## config.mk

```make
export PLATFORM = sky130hd
export DESIGN_NAME = uart_cmd_ctrl_flat
export DESIGN_NICKNAME = d
export VERILOG_FILES = /design/src/rtl/uart_cmd_pkg.sv /design/src/rtl/uart_cmd_ctrl_if.sv /design/src/rtl/uart_tx_timer.sv /design/src/rtl/uart_cmd_ctrl.sv /design/src/flat_wrapper.sv
export SDC_FILE = /design/constraint.sdc
export NUM_CORES = 1
export LEC_CHECK = 0
export BUFFER_PORTS_ARGS = -buffer_cell sky130_fd_sc_hd__buf_2
export CAP_MARGIN = 20
export CORE_MARGIN = 2
export CORE_UTILIZATION = 35
export DETAILED_ROUTE_END_ITERATION = 7
export SKIP_CTS_REPAIR_TIMING = 1
export SYNTH_ARGS = -nofsm -noshare
export SYNTH_HDL_FRONTEND = slang
export SYNTH_HIERARCHICAL = 1
export SYNTH_SLANG_ARGS = --single-unit
export TNS_END_PERCENT = 5
```

## constraint.sdc

```tcl
create_clock -name clk -period 5.6 [get_ports clk]
set_clock_uncertainty 0.05 [all_clocks]
set_input_delay 0 -clock clk [delete_from_list [all_inputs] [get_ports clk]]
set_output_delay 0 -clock clk [all_outputs]
set_load 0.02 [all_outputs]
```

## src/rtl/uart_cmd_pkg.sv

```systemverilog
// Shared types and constants for the UART command sequencer.
//   ctrl_state_t : sequencer states
//   opcode_t     : command opcodes carried in cmd[7:4]
//   tx_src_t     : owner of the byte currently on the transmitter
//   DEF_ACK_BYTE / DEF_NAK_BYTE : default response bytes
package uart_cmd_pkg;

    typedef enum logic [1:0] {
        IDLE,
        EXEC,
        WAIT_TX
    } ctrl_state_t;

    typedef enum logic [3:0] {
        OP_NOP  = 4'h0,
        OP_WR   = 4'h1,
        OP_RD   = 4'h2,
        OP_STRM = 4'h3
    } opcode_t;

    typedef enum logic {
        SRC_CMD,
        SRC_STREAM
    } tx_src_t;

    localparam logic [7:0] DEF_ACK_BYTE = 8'hA5;
    localparam logic [7:0] DEF_NAK_BYTE = 8'hEE;

endpackage

```

## src/rtl/uart_cmd_ctrl_if.sv

```systemverilog
// Handshake bundle between the command sequencer, the UART command wrapper,
// the shared UART transmitter and the status-stream requester.
//   cmd_rdy/cmd/data/clr_cmd_rdy : command hand-off from the wrapper
//   resp/snd_resp/resp_sent      : byte transmit handshake
//   stat_vld/stat_byte/stat_ack  : status-stream byte hand-off
// master = sequencer side, slave = the surrounding UART/stream logic.
interface uart_cmd_ctrl_if;
    logic        cmd_rdy;
    logic [7:0]  cmd;
    logic [15:0] data;
    logic        clr_cmd_rdy;
    logic [7:0]  resp;
    logic        snd_resp;
    logic        resp_sent;
    logic        stat_vld;
    logic [7:0]  stat_byte;
    logic        stat_ack;

    modport master (
        input  cmd_rdy, cmd, data, resp_sent, stat_vld, stat_byte,
        output clr_cmd_rdy, resp, snd_resp, stat_ack
    );

    modport slave (
        output cmd_rdy, cmd, data, resp_sent, stat_vld, stat_byte,
        input  clr_cmd_rdy, resp, snd_resp, stat_ack
    );
endinterface

```

## src/rtl/uart_tx_timer.sv

```systemverilog
// Wait-loop timer for a UART transmit byte.
//   clk, srst : clock, synchronous active-high reset
//   clear     : restart from zero (driven with the cycle a strobe is issued)
//   en        : count while waiting
//   expire    : combinational terminal-count flag, high while the count
//               sits at TIMEOUT-1 and en is set
module uart_tx_timer #(
    parameter logic [15:0] TIMEOUT = 16'd5000
) (
    input  logic clk,
    input  logic srst,
    input  logic clear,
    input  logic en,
    output logic expire
);
    localparam int CW = $clog2(TIMEOUT + 1);
    localparam logic [CW-1:0] LAST = CW'(TIMEOUT - 16'd1);

    logic [CW-1:0] cnt_reg;

    assign expire = en && (cnt_reg == LAST);

    always_ff @(posedge clk) begin
        if (srst) begin
            cnt_reg <= '0;
        end else if (clear) begin
            cnt_reg <= '0;
        end else if (en && !expire) begin
            cnt_reg <= cnt_reg + 1'b1;
        end
    end
endmodule

```

## src/rtl/uart_cmd_ctrl.sv

```systemverilog
// UART command sequencer: decodes 3-byte commands into register writes,
// register reads and stream control, and owns the shared transmitter
// (command responses win over the status stream).
//   clk, rst   : clock, synchronous active-high reset
//   bus        : command / transmit / stream handshakes (master modport)
//   reg_out    : config registers, reg i at [16i+15:16i]
//   reg_wr_stb : one-cycle write strobe per register
//   stream_en  : status streaming enabled
//   busy       : sequencer not idle
//   tx_timeout : one-cycle pulse when a byte is abandoned
module uart_cmd_ctrl
    import uart_cmd_pkg::*;
#(
    parameter int          NUM_REGS   = 4,
    parameter logic [15:0] TX_TIMEOUT = 16'd5000,
    parameter logic [7:0]  ACK_BYTE   = DEF_ACK_BYTE,
    parameter logic [7:0]  NAK_BYTE   = DEF_NAK_BYTE
) (
    input  logic                    clk,
    input  logic                    rst,
    uart_cmd_ctrl_if.master         bus,
    output logic [16*NUM_REGS-1:0]  reg_out,
    output logic [NUM_REGS-1:0]     reg_wr_stb,
    output logic                    stream_en,
    output logic                    busy,
    output logic                    tx_timeout
);
    localparam logic [4:0] NUM_REGS_W = 5'(NUM_REGS);

    ctrl_state_t state_reg, state_next;
    tx_src_t     src_reg, src_next;
    logic [7:0]  cmd_reg, cmd_next;
    logic [15:0] data_reg, data_next;
    logic [7:0]  resp_reg, resp_next;
    logic [7:0]  lo_byte_reg, lo_byte_next;
    logic        lo_pend_reg, lo_pend_next;
    logic        snd_resp_reg, snd_resp_next;
    logic        clr_cmd_rdy_reg, clr_cmd_rdy_next;
    logic        stat_ack_reg, stat_ack_next;
    logic        tx_timeout_reg, tx_timeout_next;
    logic        stream_en_reg, stream_en_next;

    logic [15:0]         regs_reg [NUM_REGS];
    logic [NUM_REGS-1:0] reg_wr_stb_reg;
    logic [NUM_REGS-1:0] wr_hit;

    logic [3:0]  opcode;
    logic [3:0]  idx;
    logic        idx_ok;
    logic [15:0] rd_val;
    logic        timer_en;
    logic        timer_expire;

    assign opcode = cmd_reg[7:4];
    assign idx    = cmd_reg[3:0];
    assign idx_ok = {1'b0, idx} < NUM_REGS_W;

    // Index decode by comparison so an out-of-range index never addresses
    // the register array.
    always_comb begin
        rd_val = '0;
        for (int i = 0; i < NUM_REGS; i++) begin
            if (idx == 4'(i)) rd_val = regs_reg[i];
        end
    end

    for (genvar gi = 0; gi < NUM_REGS; gi++) begin : g_regs
        assign wr_hit[gi] = (state_reg == EXEC) && (opcode == OP_WR) && (idx == 4'(gi));
        assign reg_out[16*gi +: 16] = regs_reg[gi];
    end

    assign timer_en = (state_reg == WAIT_TX);

    // Cleared in the same cycle a strobe is issued, so the count reads 0
    // while snd_resp is visible and tx_timeout lands TX_TIMEOUT cycles later.
    uart_tx_timer #(.TIMEOUT(TX_TIMEOUT)) u_tx_timer (
        .clk    (clk),
        .srst   (rst),
        .clear  (snd_resp_next),
        .en     (timer_en),
        .expire (timer_expire)
    );

    always_comb begin
        state_next       = state_reg;
        src_next         = src_reg;
        cmd_next         = cmd_reg;
        data_next        = data_reg;
        resp_next        = resp_reg;
        lo_byte_next     = lo_byte_reg;
        lo_pend_next     = lo_pend_reg;
        stream_en_next   = stream_en_reg;
        snd_resp_next    = 1'b0;
        clr_cmd_rdy_next = 1'b0;
        stat_ack_next    = 1'b0;
        tx_timeout_next  = 1'b0;

        case (state_reg)
            IDLE: begin
                if (bus.cmd_rdy) begin
                    cmd_next         = bus.cmd;
                    data_next        = bus.data;
                    clr_cmd_rdy_next = 1'b1;
                    state_next       = EXEC;
                end else if (stream_en_reg && bus.stat_vld) begin
                    resp_next     = bus.stat_byte;
                    snd_resp_next = 1'b1;
                    stat_ack_next = 1'b1;
                    lo_pend_next  = 1'b0;
                    src_next      = SRC_STREAM;
                    state_next    = WAIT_TX;
                end
            end
            EXEC: begin
                resp_next     = NAK_BYTE;
                lo_pend_next  = 1'b0;
                snd_resp_next = 1'b1;
                src_next      = SRC_CMD;
                state_next    = WAIT_TX;
                case (opcode)
                    OP_NOP:  resp_next = ACK_BYTE;
                    OP_WR:   if (idx_ok) resp_next = ACK_BYTE;
                    OP_RD: begin
                        if (idx_ok) begin
                            // Low byte frozen now so a later write cannot
                            // tear the read.
                            resp_next    = rd_val[15:8];
                            lo_byte_next = rd_val[7:0];
                            lo_pend_next = 1'b1;
                        end
                    end
                    OP_STRM: begin
                        stream_en_next = data_reg[0];
                        resp_next      = ACK_BYTE;
                    end
                    default: resp_next = NAK_BYTE;
                endcase
            end
            WAIT_TX: begin
                // resp_sent is not trusted in the cycle the strobe is visible.
                if (!snd_resp_reg && bus.resp_sent) begin
                    if (lo_pend_reg && src_reg == SRC_CMD) begin
                        resp_next     = lo_byte_reg;
                        snd_resp_next = 1'b1;
                        lo_pend_next  = 1'b0;
                    end else begin
                        state_next = IDLE;
                    end
                end else if (timer_expire) begin
                    tx_timeout_next = 1'b1;
                    lo_pend_next    = 1'b0;
                    state_next      = IDLE;
                end
            end
            default: state_next = IDLE;
        endcase
    end

    always_ff @(posedge clk) begin
        if (rst) begin
            state_reg       <= IDLE;
            src_reg         <= SRC_CMD;
            cmd_reg         <= '0;
            data_reg        <= '0;
            resp_reg        <= '0;
            lo_byte_reg     <= '0;
            lo_pend_reg     <= 1'b0;
            stream_en_reg   <= 1'b0;
            snd_resp_reg    <= 1'b0;
            clr_cmd_rdy_reg <= 1'b0;
            stat_ack_reg    <= 1'b0;
            tx_timeout_reg  <= 1'b0;
            reg_wr_stb_reg  <= '0;
            for (int i = 0; i < NUM_REGS; i++) regs_reg[i] <= '0;
        end else begin
            state_reg       <= state_next;
            src_reg         <= src_next;
            cmd_reg         <= cmd_next;
            data_reg        <= data_next;
            resp_reg        <= resp_next;
            lo_byte_reg     <= lo_byte_next;
            lo_pend_reg     <= lo_pend_next;
            stream_en_reg   <= stream_en_next;
            snd_resp_reg    <= snd_resp_next;
            clr_cmd_rdy_reg <= clr_cmd_rdy_next;
            stat_ack_reg    <= stat_ack_next;
            tx_timeout_reg  <= tx_timeout_next;
            reg_wr_stb_reg  <= wr_hit;
            for (int i = 0; i < NUM_REGS; i++) begin
                if (wr_hit[i]) regs_reg[i] <= data_reg;
            end
        end
    end

    assign bus.clr_cmd_rdy = clr_cmd_rdy_reg;
    assign bus.resp        = resp_reg;
    assign bus.snd_resp    = snd_resp_reg;
    assign bus.stat_ack    = stat_ack_reg;
    assign reg_wr_stb      = reg_wr_stb_reg;
    assign stream_en       = stream_en_reg;
    assign busy            = (state_reg != IDLE);
    assign tx_timeout      = tx_timeout_reg;
endmodule

```

## src/flat_wrapper.sv

```systemverilog
// flat-port wrapper written by rule: the top's interface ports become plain ports
module uart_cmd_ctrl_flat import uart_cmd_pkg::*;
#(
    parameter int          NUM_REGS   = 4,
    parameter logic [15:0] TX_TIMEOUT = 16'd5000,
    parameter logic [7:0]  ACK_BYTE   = DEF_ACK_BYTE,
    parameter logic [7:0]  NAK_BYTE   = DEF_NAK_BYTE
)
  (clk, rst, reg_out, reg_wr_stb, stream_en, busy, tx_timeout, bus_cmd_rdy, bus_cmd, bus_data, bus_resp_sent, bus_stat_vld, bus_stat_byte, bus_clr_cmd_rdy, bus_resp, bus_snd_resp, bus_stat_ack);
  uart_cmd_ctrl_if bus_i ();
  input  logic clk;
  input  logic rst;
  output logic [16*NUM_REGS-1:0] reg_out;
  output logic [NUM_REGS-1:0] reg_wr_stb;
  output logic stream_en;
  output logic busy;
  output logic tx_timeout;
  input wire logic [$bits(bus_i.cmd_rdy)-1:0] bus_cmd_rdy;
  input wire logic [$bits(bus_i.cmd)-1:0] bus_cmd;
  input wire logic [$bits(bus_i.data)-1:0] bus_data;
  input wire logic [$bits(bus_i.resp_sent)-1:0] bus_resp_sent;
  input wire logic [$bits(bus_i.stat_vld)-1:0] bus_stat_vld;
  input wire logic [$bits(bus_i.stat_byte)-1:0] bus_stat_byte;
  output wire logic [$bits(bus_i.clr_cmd_rdy)-1:0] bus_clr_cmd_rdy;
  output wire logic [$bits(bus_i.resp)-1:0] bus_resp;
  output wire logic [$bits(bus_i.snd_resp)-1:0] bus_snd_resp;
  output wire logic [$bits(bus_i.stat_ack)-1:0] bus_stat_ack;
  assign bus_i.cmd_rdy = bus_cmd_rdy;
  assign bus_i.cmd = bus_cmd;
  assign bus_i.data = bus_data;
  assign bus_i.resp_sent = bus_resp_sent;
  assign bus_i.stat_vld = bus_stat_vld;
  assign bus_i.stat_byte = bus_stat_byte;
  assign bus_clr_cmd_rdy = bus_i.clr_cmd_rdy;
  assign bus_resp = bus_i.resp;
  assign bus_snd_resp = bus_i.snd_resp;
  assign bus_stat_ack = bus_i.stat_ack;
  uart_cmd_ctrl #(.NUM_REGS(NUM_REGS), .TX_TIMEOUT(TX_TIMEOUT), .ACK_BYTE(ACK_BYTE), .NAK_BYTE(NAK_BYTE)) u_core (.clk(clk), .rst(rst), .bus(bus_i), .reg_out(reg_out), .reg_wr_stb(reg_wr_stb), .stream_en(stream_en), .busy(busy), .tx_timeout(tx_timeout));
endmodule
```

==> summary.md <==
## Synth
* **Post-Synth Simple-Gate Area** 22.1%
* **post-synthesis xor/xnor area fraction** 0.919%
* **number of instances in the synthesized netlist** 523
* **warnings from Yosys** 6
* **leading register cell type out of synthesis** sky130_fd_sc_hd__dfxtp_1
* **Synth Area in Compound Gates** 9.24%
* **multiplexer fraction of the synthesized cell area** 6.61%
* **sequential area share after synthesis** 56.7%
* **adder and majority gate portion of the synthesized area** 1.09%
* **Mapped Area** 0.00572 mm^2
* **net count after synthesis** 565
* **Synth cell types** 58
* **Async SR Flop Fraction** 0%
* **number of synthesized flops with an enable pin** 64
* **average cell area after synthesis** 10.9 um^2
* **main combinational cell family by area after synthesis** simple AND/OR/NAND/NOR gates
* **#FFs+latches synth** 130

## Finish
* **post-layout net count** 714
* **max reg flops** 64
* **P&R area growth vs syn** 30.5%
* **fillcell total** 1493
* **diode count** 0
* **layout cell share with drive strength beyond 1** 27.9%

## STA
* **Worst Tran Pin Value** 1.01 ns
* **number of setup violations in the final report** 0
* **final worst hold slack** 0.0729 ns
* **Final Hold Violating Endpoints** 0
* **RSZ-0062 raised after global routing** no
* **post-route clock period utilization** 49.3%
* **Slew headroom** 32.2%
* **final critical delay including setup and external delays** 2.76 ns
* **fin. max-slew vios** 0
* **f_max** 362 MHz
* **Total Neg Setup Slack** 0 ns

## Floorplan
* **horizontal die dimension** 132 um
* **area of the die** 0.0174 mm^2
* **starting density of the core** 35.9%
* **top-level port count** 119
* **die outline height** 132 um
* **core footprint** 0.0159 mm^2
* **number of core rows** 46

## Placement
* **DP HPWL** 10700 um
* **gp weighted congestion** 0.835
* **count of port buffers added during placement** 118

## Worst setup path
* **Worst Setup End Kind** register
* **critical path arrival** 3.00 ns
* **highest net fanout along the worst path** 17
* **FF-to-FF path depth** 6
* **worst r2r src** u_core/state_reg[1]
* **capturing point of the worst reg2reg path** u_core/regs_reg[3][2]
* **required time worst endpoint** 5.83 ns
* **R2R Setup Slk** 2.84 ns
* **startpoint type of the worst setup path** register
* **kind of critical path** register to register

## Clock network
* **CTS tree** built
* **number of buffers created by CTS** 17
* **clock root buffer** sky130_fd_sc_hd__clkbuf_16
* **htree depth** 4
* **Clock Tree Buf Depth** 2
* **source-to-sink clock delay at the later pin of the worst-skew pair** 0.42 ns
* **sinks on the clock net** 130
* **clock input transition at the sequential cells of the worst setup and hold paths** 0.06 ns

## Power and ir drop
* **power dissipated by switching net loads** 0.000720 W
* **Final Total Pwr** 0.00262 W
* **clock share of power** 42.2%
* **Pwr Density** 351 mW/mm^2
* **leakage component of the power** 2.95 nW
* **portion of total power attributed to sequential cells** 41.9%
* **sw frac** 27.5%
* **Max VDD drop** 0.218 mV
* **share of total power in combinational logic** 15.9%
* **internal power of the cells** 0.00189 W

## Global routing
* **total grt overflow** 0
* **GRT Overall Usage** 18.2%
* **number of antenna violations at the first check in global routing** 0
* **pin count of the biggest net entering global routing** 56
* **global-route wire length before repair** 24100 um
* **number of global-route vias before repair** 4408

## Min path
* **endpoint with the worst hold slack** u_core/bus.resp[2]
* **HP Class** input pin to register
* **worst min-delay path startpoint** bus_stat_byte[2]
* **worst hold stages** 5

## Routing
* **post-detailed-route count of antenna-violating nets** 0
* **total vias in the final route** 4535
* **Final Routed Wirelength** 15700 um
* **Avg WL per Cell** 17.4 um
* **initial drt markers** 346
* **Remaining DRCs** 0
* **via count normalized by instance count** 5.03
* **number of search-and-repair iterations in the first detailed-routing pass** 7

## Run
* **# Max-Cap Violations** 0

## Run status
* **outcome** complete, no violations

-- how the worst max path moves through the flow --
stage	from	end	slack, ns	cells after the start
floorplan	u_core/state_reg[1]	u_core/regs_reg[0][0]	2.64	6
global placement	u_core/state_reg[1]	u_core/regs_reg[1][1]	2.78	6
detailed placement	u_core/state_reg[0]	u_core/regs_reg[1][4]	2.74	4
CTS	u_core/state_reg[1]	u_core/regs_reg[1][9]	2.73	5
global route	u_core/state_reg[1]	u_core/regs_reg[3][2]	2.56	6
finish	u_core/state_reg[1]	u_core/regs_reg[3][2]	2.84	6
-- critical path: stages, from the launching register on --
cell                       delay [ns]
sky130_fd_sc_hd__dfxtp_1         0.33
sky130_fd_sc_hd__inv_1           0.08
sky130_fd_sc_hd__ha_1            0.32
sky130_fd_sc_hd__nor3b_2         0.30
sky130_fd_sc_hd__nand4b_2        0.39
sky130_fd_sc_hd__nor3_2          0.89
sky130_fd_sc_hd__and2_1          0.24
-- layer usage --
layer | wire [um] | GRT usage, %
met1 | 6710 | 23.3
met2 | 7450 | 28.6
met3 | 1190 | 5.77
met4 | 333 | 7.61
met5 | 0 | 0
-- power by group through the flow --
stage	registers [W]	logic, W	clock network (W)
2_1_floorplan	0.00114	0.000241	0
3_3_place_gp	0.00111	0.000382	0
3_5_place_dp	0.00112	0.000390	0
4_1_cts	0.00110	0.000393	0.00113
5_1_grt	0.00110	0.000454	0.00116
6_report	0.00109	0.000416	0.00110
-- stage by stage --
step	cells	util (%)	area, um^2	worst slack, ns
after floorplan	523	-	5720	2.64
after global placement	832	40.6	6480	2.78
after detailed placement	833	40.7	6490	2.74
after CTS	865	44.5	7090	2.73
after global routing	901	46.8	7460	2.56
final	901	46.8	7460	2.84
-- synthesized netlist by cell type, types with 4 or more instances --
library cell | number | area [um^2]
sky130_fd_sc_hd__nand2_1 | 93 | 349
sky130_fd_sc_hd__and2_1 | 66 | 413
sky130_fd_sc_hd__dfxtp_1 | 66 | 1320
sky130_fd_sc_hd__edfxtp_1 | 64 | 1920
sky130_fd_sc_hd__a21oi_1 | 43 | 215
sky130_fd_sc_hd__nor2_1 | 24 | 90.1
sky130_fd_sc_hd__nand3_1 | 18 | 90.1
sky130_fd_sc_hd__mux4_2 | 15 | 338
sky130_fd_sc_hd__o21ai_0 | 13 | 65.1
sky130_fd_sc_hd__buf_2 | 11 | 55.1
sky130_fd_sc_hd__clkbuf_1 | 10 | 37.5
sky130_fd_sc_hd__inv_1 | 10 | 37.5
sky130_fd_sc_hd__nand4_1 | 6 | 37.5
sky130_fd_sc_hd__o22ai_1 | 6 | 37.5
sky130_fd_sc_hd__ha_1 | 5 | 62.6
sky130_fd_sc_hd__mux2i_1 | 4 | 40.0
sky130_fd_sc_hd__o211ai_1 | 4 | 30.0
sky130_fd_sc_hd__xnor2_1 | 4 | 35.0
-- cell families after synthesis --
| kind of cell | after synthesis |
|---|---|
| mux | 19 |
| flops | 130 |
| simple gates | 238 |
| compound gates | 86 |
| xor+xnor | 6 |
| buf+inv | 39 |
| fa+ha+maj | 5 |
-- layout by cell type (no fill, tap or decap), types with 2 or more instances in the layout --
master	count
sky130_fd_sc_hd__nor3_1	2
sky130_fd_sc_hd__o21ai_2	3
sky130_fd_sc_hd__buf_4	4
sky130_fd_sc_hd__nand2b_1	3
sky130_fd_sc_hd__xor2_1	2
sky130_fd_sc_hd__a21oi_1	43
sky130_fd_sc_hd__ha_1	5
sky130_fd_sc_hd__or3_1	3
sky130_fd_sc_hd__bufinv_16	2
sky130_fd_sc_hd__and2_1	66
sky130_fd_sc_hd__clkinvlp_4	4
sky130_fd_sc_hd__nor2b_1	3
sky130_fd_sc_hd__mux4_2	15
sky130_fd_sc_hd__edfxtp_1	64
sky130_fd_sc_hd__buf_2	118
sky130_fd_sc_hd__nor3_2	3
sky130_fd_sc_hd__clkbuf_8	3
sky130_fd_sc_hd__inv_1	10
sky130_fd_sc_hd__clkbuf_16	17
sky130_fd_sc_hd__and3_1	2
sky130_fd_sc_hd__mux2i_1	4
sky130_fd_sc_hd__o21ai_0	10
sky130_fd_sc_hd__o2111ai_1	2
sky130_fd_sc_hd__dlygate4sd3_1	34
sky130_fd_sc_hd__inv_6	2
sky130_fd_sc_hd__nand4_1	6
sky130_fd_sc_hd__nand2_1	93
sky130_fd_sc_hd__nand3_1	18
sky130_fd_sc_hd__xnor2_1	4
sky130_fd_sc_hd__buf_8	2
sky130_fd_sc_hd__o22ai_1	6
sky130_fd_sc_hd__o31ai_1	2
sky130_fd_sc_hd__clkinv_2	2
sky130_fd_sc_hd__o211ai_1	4
sky130_fd_sc_hd__a31o_2	2
sky130_fd_sc_hd__and4_1	2
sky130_fd_sc_hd__nor2_1	24
sky130_fd_sc_hd__dfxtp_1	66
sky130_fd_sc_hd__a31oi_1	3
-- cell type report --
class	count	area [um^2]	area share, %
clock buffer	21	470	6.31
clock inverter	11	126	1.69
inverter	10	37.5	0.503
multi-input combinational	354	2310	31.0
sequential	130	3240	43.5
tap	216	270	3.62
timing repair buffer	159	1000	13.4
Note: power is estimated with default switching activity, not from simulation.
